===== src/rtl/csla_pkg.sv =====
// Shared definitions for the carry-select-adder arbiter: state encoding, defaults,
// and elaboration-time helpers describing the square-root group layout.
package csla_pkg;

    localparam int CSLA_WIDTH = 16;
    localparam int CSLA_NREQ  = 4;
    localparam int CSLA_NGRP  = 5;

    typedef enum logic {
        ST_ARB    = 1'b0,
        ST_LOCKED = 1'b1
    } arb_state_e;

    // Never returns less than 1 so index buses stay at least one bit wide.
    function automatic int csla_clog2(input int n);
        int r;
        for (r = 0; (1 << r) < n; r++) begin
        end
        return (r < 1) ? 1 : r;
    endfunction

    // Group widths grow 2,2,3,4,5 so each mux select arrives as its group sums settle.
    function automatic int csla_grp_w(input int g);
        case (g)
            0, 1:    return 2;
            2:       return 3;
            3:       return 4;
            default: return 5;
        endcase
    endfunction

    function automatic int csla_grp_lo(input int g);
        int lo;
        lo = 0;
        for (int k = 0; k < g; k++) begin
            lo += csla_grp_w(k);
        end
        return lo;
    endfunction

endpackage


===== src/rtl/csla_rr_arbiter_adder.sv =====
// Square-root carry-select adder; at 16 bits each group precomputes both carry cases
// and the incoming group carry only drives a mux.
module sqrt_csla
    import csla_pkg::*;
#(
    parameter int WIDTH = CSLA_WIDTH
) (
    input  logic [WIDTH-1:0] i_a,
    input  logic [WIDTH-1:0] i_b,
    input  logic             i_cin,
    output logic [WIDTH-1:0] o_sum,
    output logic             o_cout
);

    generate
        if (WIDTH == 16) begin : g_sqrt
            logic [CSLA_NGRP:0] w_c;

            assign w_c[0] = i_cin;

            for (genvar gi = 0; gi < CSLA_NGRP; gi++) begin : g_grp
                localparam int LO = csla_grp_lo(gi);
                localparam int GW = csla_grp_w(gi);
                logic [GW:0] w_s0;
                logic [GW:0] w_s1;

                assign w_s0 = {1'b0, i_a[LO +: GW]} + {1'b0, i_b[LO +: GW]};
                assign w_s1 = w_s0 + (GW + 1)'(1);
                assign o_sum[LO +: GW] = w_c[gi] ? w_s1[GW-1:0] : w_s0[GW-1:0];
                assign w_c[gi+1]       = w_c[gi] ? w_s1[GW] : w_s0[GW];
            end

            assign o_cout = w_c[CSLA_NGRP];
        end else begin : g_plain
            assign {o_cout, o_sum} = {1'b0, i_a} + {1'b0, i_b} + {{WIDTH{1'b0}}, i_cin};
        end
    endgenerate

endmodule


===== src/rtl/csla_rr_arbiter_picker.sv =====
// Rotating priority picker: first asserted request at or after i_ptr, wrapping,
// reported both as an index and as a one-hot vector.
module rr_priority_picker
    import csla_pkg::*;
#(
    parameter int NREQ = CSLA_NREQ,
    parameter int IDW  = csla_clog2(NREQ)
) (
    input  logic [NREQ-1:0] i_req,
    input  logic [IDW-1:0]  i_ptr,
    output logic [NREQ-1:0] o_onehot,
    output logic [IDW-1:0]  o_idx,
    output logic            o_any
);

    logic [2*NREQ-1:0] w_dbl;
    logic [NREQ-1:0]   w_rot;
    logic [IDW:0]      w_off;
    logic [IDW:0]      w_sum;

    assign w_dbl = {i_req, i_req} >> i_ptr;
    assign w_rot = w_dbl[NREQ-1:0];
    assign o_any = |i_req;

    always_comb begin
        w_off = '0;
        for (int k = NREQ - 1; k >= 0; k--) begin
            if (w_rot[k]) begin
                w_off = (IDW + 1)'(k);
            end
        end
        w_sum = {1'b0, i_ptr} + w_off;
        if (w_sum >= (IDW + 1)'(NREQ)) begin
            w_sum = w_sum - (IDW + 1)'(NREQ);
        end
        o_idx    = w_sum[IDW-1:0];
        o_onehot = '0;
        for (int k = 0; k < NREQ; k++) begin
            if (o_any && (o_idx == IDW'(k))) begin
                o_onehot[k] = 1'b1;
            end
        end
    end

endmodule


===== src/rtl/csla_rr_arbiter.sv =====
// Round-robin front end sharing one carry-select adder among NREQ requesters, with
// grant locking for chained multi-beat adds and a single registered result stage.
module csla_rr_arbiter
    import csla_pkg::*;
#(
    parameter int  WIDTH = CSLA_WIDTH,
    parameter int  NREQ  = CSLA_NREQ,
    localparam int IDW   = csla_clog2(NREQ)
) (
    input  logic                  ACLK,
    input  logic                  ARESETn,
    input  logic [NREQ-1:0]       req_valid,
    output logic [NREQ-1:0]       req_ready,
    input  logic [NREQ*WIDTH-1:0] req_a,
    input  logic [NREQ*WIDTH-1:0] req_b,
    input  logic [NREQ-1:0]       req_cin,
    input  logic [NREQ-1:0]       req_chain,
    output logic                  rsp_valid,
    input  logic                  rsp_ready,
    output logic [WIDTH-1:0]      rsp_sum,
    output logic                  rsp_cout,
    output logic [IDW-1:0]        rsp_id,
    output logic                  rsp_last
);

    arb_state_e       r_state;
    logic [IDW-1:0]   r_ptr;
    logic [IDW-1:0]   r_owner;
    logic             r_carry;
    logic             r_rsp_valid;
    logic [WIDTH-1:0] r_rsp_sum;
    logic             r_rsp_cout;
    logic [IDW-1:0]   r_rsp_id;
    logic             r_rsp_last;

    logic [NREQ-1:0]  w_pick_onehot;
    logic [IDW-1:0]   w_pick_idx;
    logic             w_pick_any;
    logic             w_locked;
    logic [IDW-1:0]   w_grant;
    logic [NREQ-1:0]  w_owner_oh;
    logic [NREQ-1:0]  w_grant_oh;
    logic             w_can_load;
    logic             w_offer;
    logic             w_accept;
    logic [WIDTH-1:0] w_op_a;
    logic [WIDTH-1:0] w_op_b;
    logic             w_sel_cin;
    logic             w_sel_chain;
    logic             w_cin;
    logic [WIDTH-1:0] w_sum;
    logic             w_cout;
    logic [IDW-1:0]   w_ptr_next;

    rr_priority_picker #(
        .NREQ (NREQ),
        .IDW  (IDW)
    ) u_picker (
        .i_req    (req_valid),
        .i_ptr    (r_ptr),
        .o_onehot (w_pick_onehot),
        .o_idx    (w_pick_idx),
        .o_any    (w_pick_any)
    );

    assign w_locked   = (r_state == ST_LOCKED);
    assign w_grant    = w_locked ? r_owner : w_pick_idx;
    assign w_can_load = !r_rsp_valid || rsp_ready;

    always_comb begin
        w_owner_oh  = '0;
        w_op_a      = '0;
        w_op_b      = '0;
        w_sel_cin   = 1'b0;
        w_sel_chain = 1'b0;
        for (int i = 0; i < NREQ; i++) begin
            if (r_owner == IDW'(i)) begin
                w_owner_oh[i] = 1'b1;
            end
            if (w_grant == IDW'(i)) begin
                w_op_a      = req_a[i*WIDTH +: WIDTH];
                w_op_b      = req_b[i*WIDTH +: WIDTH];
                w_sel_cin   = req_cin[i];
                w_sel_chain = req_chain[i];
            end
        end
    end

    // A locked owner is offered ready even while idle, so its next beat lands immediately.
    assign w_grant_oh = w_locked ? w_owner_oh : w_pick_onehot;
    assign w_offer    = w_can_load && (w_locked || w_pick_any);
    assign req_ready  = (ARESETn && w_offer) ? w_grant_oh : '0;
    assign w_accept   = |(req_ready & req_valid);
    assign w_cin      = w_locked ? r_carry : w_sel_cin;
    assign w_ptr_next = (w_grant == IDW'(NREQ - 1)) ? '0 : w_grant + IDW'(1);

    sqrt_csla #(
        .WIDTH (WIDTH)
    ) u_adder (
        .i_a    (w_op_a),
        .i_b    (w_op_b),
        .i_cin  (w_cin),
        .o_sum  (w_sum),
        .o_cout (w_cout)
    );

    always_ff @(posedge ACLK or negedge ARESETn) begin
        if (!ARESETn) begin
            r_state     <= ST_ARB;
            r_ptr       <= '0;
            r_owner     <= '0;
            r_carry     <= 1'b0;
            r_rsp_valid <= 1'b0;
            r_rsp_sum   <= '0;
            r_rsp_cout  <= 1'b0;
            r_rsp_id    <= '0;
            r_rsp_last  <= 1'b0;
        end else if (w_accept) begin
            r_rsp_valid <= 1'b1;
            r_rsp_sum   <= w_sum;
            r_rsp_cout  <= w_cout;
            r_rsp_id    <= w_grant;
            r_rsp_last  <= !w_sel_chain;
            r_carry     <= w_cout;
            if (w_sel_chain) begin
                r_state <= ST_LOCKED;
                r_owner <= w_grant;
            end else begin
                r_state <= ST_ARB;
                r_ptr   <= w_ptr_next;
            end
        end else if (rsp_ready) begin
            r_rsp_valid <= 1'b0;
        end
    end

    assign rsp_valid = r_rsp_valid;
    assign rsp_sum   = r_rsp_sum;
    assign rsp_cout  = r_rsp_cout;
    assign rsp_id    = r_rsp_id;
    assign rsp_last  = r_rsp_last;

endmodule


===== config.mk =====
export PLATFORM = sky130hd
export DESIGN_NAME = csla_rr_arbiter
export DESIGN_NICKNAME = d
export VERILOG_FILES = /design/src/rtl/csla_pkg.sv /design/src/rtl/csla_rr_arbiter_adder.sv /design/src/rtl/csla_rr_arbiter_picker.sv /design/src/rtl/csla_rr_arbiter.sv
export SDC_FILE = /design/constraint.sdc
export NUM_CORES = 1
export LEC_CHECK = 0
export ABC_AREA = 1
export BUFFER_PORTS_ARGS = -buffer_cell sky130_fd_sc_hd__buf_4
export CORE_AREA = 8 8 76 112
export CTS_BUF_LIST = sky130_fd_sc_hd__clkbuf_4 sky130_fd_sc_hd__clkbuf_8
export DETAILED_ROUTE_END_ITERATION = 10
export DIE_AREA = 0 0 84 120
export PLACE_DENSITY_LB_ADDON = 0.12
export SYNTH_ARGS = -nofsm -noshare
export SYNTH_HDL_FRONTEND = slang
export SYNTH_SLANG_ARGS = --single-unit

===== constraint.sdc =====
create_clock -name ACLK -period 6.25 [get_ports ACLK]
set_clock_uncertainty 0.2 [all_clocks]
set_input_delay 1.25 -clock ACLK [delete_from_list [all_inputs] [get_ports ACLK]]
set_output_delay 1.25 -clock ACLK [all_outputs]
set_load 0.02 [all_outputs]

==> metrics.yaml, run 1 <==
synth_top_cells_by_area: "dfrtp_1 (21%), nand2_1 (16%), ha_1 (8.3%)"
synth_top_area_share_pct: 20.6
slew_violations: 0
crit_path_max_incr_delay_ps: 500
rsz0062_at_grt: "false"
start_kind: "input port"
synthesis.area_um2: 3150
yosysTopAreaCell: "dfrtp_1"
arrival_ps: 5850
synth_cell_types: 44
first_pass_iters: 4
period_minus_slack_ps: 5830
grt_pass1_vias: 4182
ys_ff_latch: 26
dr_wl_met2_um: 6290
wl_um: 12500
fmax_ghz: 0.172
r2r_cells: 32
synth_most_common_cell: "nand2_1"
synth_common_cells: "nand2_1 (135), nand3_1 (49), inv_1 (35)"
num_rows: 38
cts_tree: "yes"
worst_skew_pair.late_latency_ps: 280
dp_hpwl_um: 11000
ant_nets: 0
holdPathEnd: "rsp_sum[15]"
hold_viol: 0
cts_made_buffers: 3
rrSetupSlack_ps: 940
diodes: 0
multi_input_area_um2: 2260
synthCells: 458
die_h_um: 120
num_io_pins: 168
rr_startpoint: "r_ptr[0]"
die_area_um2: 10100
syn2layout_area_growth_pct: 45.7
post_cts_resized: 0
syn-num-nets: 627
yosysWarningCount: 0
cts_sinks: 26
hold_class: "flip-flop to flip-flop"
grt_pass1_wl_um: 20400
post_cts_buffers: 0
die-width_um: 84
top_layer: "met4"
drc: 0
outcome: "finished, final reports clean"
coreArea_um2: 6990
r2r_end: "rsp_sum[14]"
grt_max_degree: 28
ys_async_sr_fraction_pct: 100
drtIter0Drc: 149
synth_edf_count: 0
endpoint_kind: "flip-flop"
n_fill_cell: 662
viasPerCell: 5.55
wl_met1_um: 4600
num-nets-final: 794
worstPathMaxFanout: 13
hp-start: "rsp_sum[15]"
setup_tns_ps: 0
fin_crit_sh_pct: 93.3
initial_core_util_pct: 45.1
grtUsageTotal_pct: 24.4
portBuffers: 167
cp_data_required_time_ps: 6270
hold_depth: 2
tightest_slew_ps: 712
grt_overflow_total: 0
cp_slowest_cell: "fa_1"
clkSlewWorstSetupHoldPaths_ps: 90
ctsLongestPathBuffers: 2
drive_above_1_share_pct: 34.9
seq_area_frac_synth_pct: 20.6
met3WireLength_um: 1120
regArea_um2: 651
gp_congestion: 0.845
cts_root_buffer: "clkbuf_8"
setup_viol: 0
htreeDepth: 1
holdBufCountCts: 0
vias: 3907
postSynthAreaPerCell_um2: 6.88
synthFlopType: "dfrtp_1"
antenna_found_initial: 0
worstSetupPathType: "input port to flip-flop"
crit_top_cell: "nand2_1"
maxSlewHeadroom_pct: 52.5
routedWlPerCell_um: 17.8
max_cap_violations: 0
==> stage by stage <==
stage | hold slack (ps) | cell area [µm²] | cells | setup WS, ps | utilization [%]
floorplan | 302 | 3150 | 458 | 78.8 | -
global placement | 270 | 4500 | 697 | 266 | 64.4
detailed placement | 267 | 4500 | 697 | 64.4 | 64.4
CTS | 291 | 4570 | 701 | 323 | 65.4
global route | 305 | 4590 | 704 | 62.9 | 65.7
finish | 290 | 4590 | 704 | 421 | 65.7
==> cells in the final DEF (no fill, tap or decap), types with 4 or more instances in the layout <==
cell type	Yosys	routed
buf_4	1	182
nand2_1	135	135
nand3_1	49	49
inv_1	35	35
a21oi_1	33	33
dfrtp_1	26	26
ha_1	21	21
o21ai_0	15	15
xor2_1	14	14
nor2_1	12	12
nand4_1	12	12
o22ai_1	11	11
xnor2_1	8	8
nand2_4	7	7
nand3_2	5	5
fa_1	5	5
nand2_2	4	4
a32o_1	4	4
o221a_2	4	4
o221ai_1	4	4
==> flip-flops by register name, indices dropped and copies added (netlist names) <==
signal     count
r_ptr          2
rsp_valid      1
r_owner        2
rsp_id         2
rsp_last       1
rsp_cout       1
rsp_sum       16
r_state        1
==> critical path: cells and delay by family <==
| family | cells | cell delay, ps |
|---|---|---|
| AOI/OAI and AO/OA | 3 | 540 |
| xor gates and xnor gates | 2 | 330 |
| adders and majority gates | 4 | 1070 |
| buffers and inverters | 6 | 850 |
| and+or+nand+nor | 17 | 1810 |
==> area by class of cell <==
class	instances	area share [%]
Clock buffer	3	0.899
Clock inverter	1	0.654
Inverter	39	3.22
Multi-Input combinational cell	373	49.1
Timing Repair Buffer	182	29.8
Tap cell	80	2.18
Sequential cell	26	14.2
==> per-layer routing <==
metal,vias up,global-route usage [%]
li1,1913,-
met1,1770,24.7
met2,191,43.9
met3,33,7.53
met4,0,12.1
met5,-,0
==> how the worst max path moves through the flow <==
| stage | from | end | slack, ps | cells after the start |
|---|---|---|---|---|
| after CTS | req_valid[1] | rsp_sum[14] | 320 | 30 |
| final | req_valid[1] | rsp_sum[14] | 420 | 32 |
| after detailed placement | req_valid[1] | rsp_sum[11] | 60 | 29 |
| after global placement | req_valid[1] | rsp_sum[12] | 270 | 29 |
| after global routing | req_valid[3] | rsp_sum[14] | 60 | 33 |
| after floorplan | req_valid[1] | rsp_sum[11] | 80 | 32 |
==> kinds of logic after synthesis <==
family          Yosys count  synth area share [%]
compound gates           89                  18.2
xor+xnor                 22                  6.11
fa+ha+maj                26                  11.5
buf+inv                  59                  7.78
flops                    26                  20.6
simple gates            236                  35.7
Power of run 1 is not shown: default switching activity piles up to over one toggle a cycle in this logic, so the estimate is an artifact.
==> run 2: changes to the inputs <==
CORE_AREA = 2 2 70 106   (was 8 8 76 112)
DIE_AREA = 0 0 72 108   (was 0 0 84 120)
REMOVE_ABC_BUFFERS = 1   (was unset)
==> metrics.yaml, run 2 (synthesis results as in run 1) <==
place_ws_ps: 247  # was 64.4 ps
cp_slowest_cell: "fa_1"  # unchanged
endpoint_kind: "flip-flop"  # unchanged
num_rows: 37  # was 38
num-nets-final: 790  # was 794
grt_pass1_vias: 3978  # was 4182
htreeDepth: 1  # unchanged
diodes: 0  # unchanged
vias: 3959  # was 3907
num_io_pins: 168  # unchanged
routedWlPerCell_um: 16.5  # was 17.8 µm
maxSlewHeadroom_pct: 49.6  # was 52.5%
syn2layout_area_growth_pct: 44.1  # was 45.7%
clkSlewWorstSetupHoldPaths_ps: 90  # about the same
cts_made_buffers: 3  # unchanged
cp_data_required_time_ps: 6210  # was 6270 ps
fin_hold_ws_ps: 288  # was 290 ps
viasPerCell: 5.67  # was 5.55
worstPathMaxFanout: 22  # was 13
holdBufCountCts: 0  # unchanged
post_cts_resized: 0  # unchanged
drive_above_1_share_pct: 34.5  # was 34.9%
gp_congestion: 0.990  # was 0.845
portBuffers: 167  # unchanged
cts_root_buffer: "clkbuf_8"  # unchanged
die_area_um2: 7780  # was 10100 µm²
hold_class: "flip-flop to flip-flop"  # unchanged
die-width_um: 72  # was 84 µm
finalInstanceArea_um2: 4540  # was 4590 µm²
crit_path_max_incr_delay_ps: 500  # about the same
worstSetupPathType: "input port to flip-flop"  # unchanged
layout_common_cells: "buf_4 (178), nand2_1 (135), nand3_1 (49), inv_1 (35), a21oi_1 (33)"  # was buf_4 (182), nand2_1 (135), nand3_1 (49), inv_1 (35), a21oi_1 (33)
tightest_slew_ps: 755  # was 712 ps
drtIter0Drc: 201  # was 149
ant_nets: 0  # unchanged
rsz0062_at_grt: "false"  # unchanged
initial_core_util_pct: 46.3  # was 45.1%
max_cap_violations: 0  # unchanged
hold_viol: 0  # unchanged
first_pass_iters: 4  # unchanged
cts_tree: "yes"  # unchanged
post_cts_buffers: 0  # unchanged
start_kind: "input port"  # unchanged
slew_violations: 0  # unchanged
arrival_ps: 5720  # was 5850 ps
crit_top_cell: "nand2_1"  # unchanged
layout_commonest_cell: "buf_4"  # unchanged
fmax_ghz: 0.174  # was 0.172 GHz
die_h_um: 108  # was 120 µm
placed_cell_area_um2: 4490  # was 4500 µm²
outcome: "finished, final reports clean"  # unchanged
grtUsageTotal_pct: 30.1  # was 24.4%
setup_slack_ps: 498  # was 421 ps
grt_pass1_wl_um: 18300  # was 20400 µm
grt_overflow_total: 0  # unchanged
drc: 0  # unchanged
ctsLongestPathBuffers: 2  # unchanged
dp_hpwl_um: 9580  # was 11000 µm
grt_max_degree: 28  # unchanged
setup_viol: 0  # unchanged
antenna_found_initial: 0  # unchanged
coreArea_um2: 6810  # was 6990 µm²
fin_crit_sh_pct: 92.0  # was 93.3%
cts_sinks: 26  # unchanged
worst_skew_pair.late_latency_ps: 270  # was 280 ps
n_fill_cell: 642  # was 662
wl_um: 11500  # was 12500 µm
period_minus_slack_ps: 5750  # was 5830 ps
largest_register_ffs: 16  # unchanged
==> run 2: cell types whose count changed in the layout (fill, tap and decap cells not counted), sizes merged <==
cell,change
clkbuf,+1
buf,-4
bufinv,-1
==> run 2: final timing paths <==
path                       cells past startpoint  slack [ps]          end         start
max                                           32         500  rsp_sum[12]  req_valid[1]
min                                            2         290  rsp_sum[13]   rsp_sum[13]
max reg2reg                                   31        1010  rsp_sum[12]      r_ptr[1]
min reg2reg                                    2         290  rsp_sum[13]   rsp_sum[13]
max in group asynchronous                      1        4890  rsp_sum[10]       ARESETn
min in group asynchronous                      1         680   rsp_sum[1]       ARESETn
==> run 2: stage by stage <==
step	TNS (ps)	instances	utilization [%]
floorplan	-1140	438	-
global placement	0	694	65.9
detailed placement	0	694	65.9
CTS	0	698	66.8
global route	0	698	66.8
finish	0	698	66.8
==> run 2: area by class of cell <==
cell class	instances	area, µm²	share of cell area (%)
multi-input combinational	373	2260	49.7
sequential	26	651	14.3
inverter	39	148	3.25
timing repair buffer	178	1340	29.4
tap	78	97.6	2.15
clock buffer	4	55.1	1.21
==> run 2: critical path: cells and delay by family <==
kind            cells  cell delay (ps)
fa+ha+maj           4             1050
compound gates      3              430
buf+inv             6              890
simple gates       17             1770
xor+xnor            2              330
==> run 2: routing by layer <==
metal / routed length (µm) / up-vias / track usage (%)
met1: 4180 / 1825 / 33.3
met5: 0 / - / 0
li1: - / 1902 / -
met3: 875 / 26 / 2.89
met4: 397 / 0 / 12.1
met2: 6080 / 206 / 57.5
Power of run 2 is left out for the same reason.
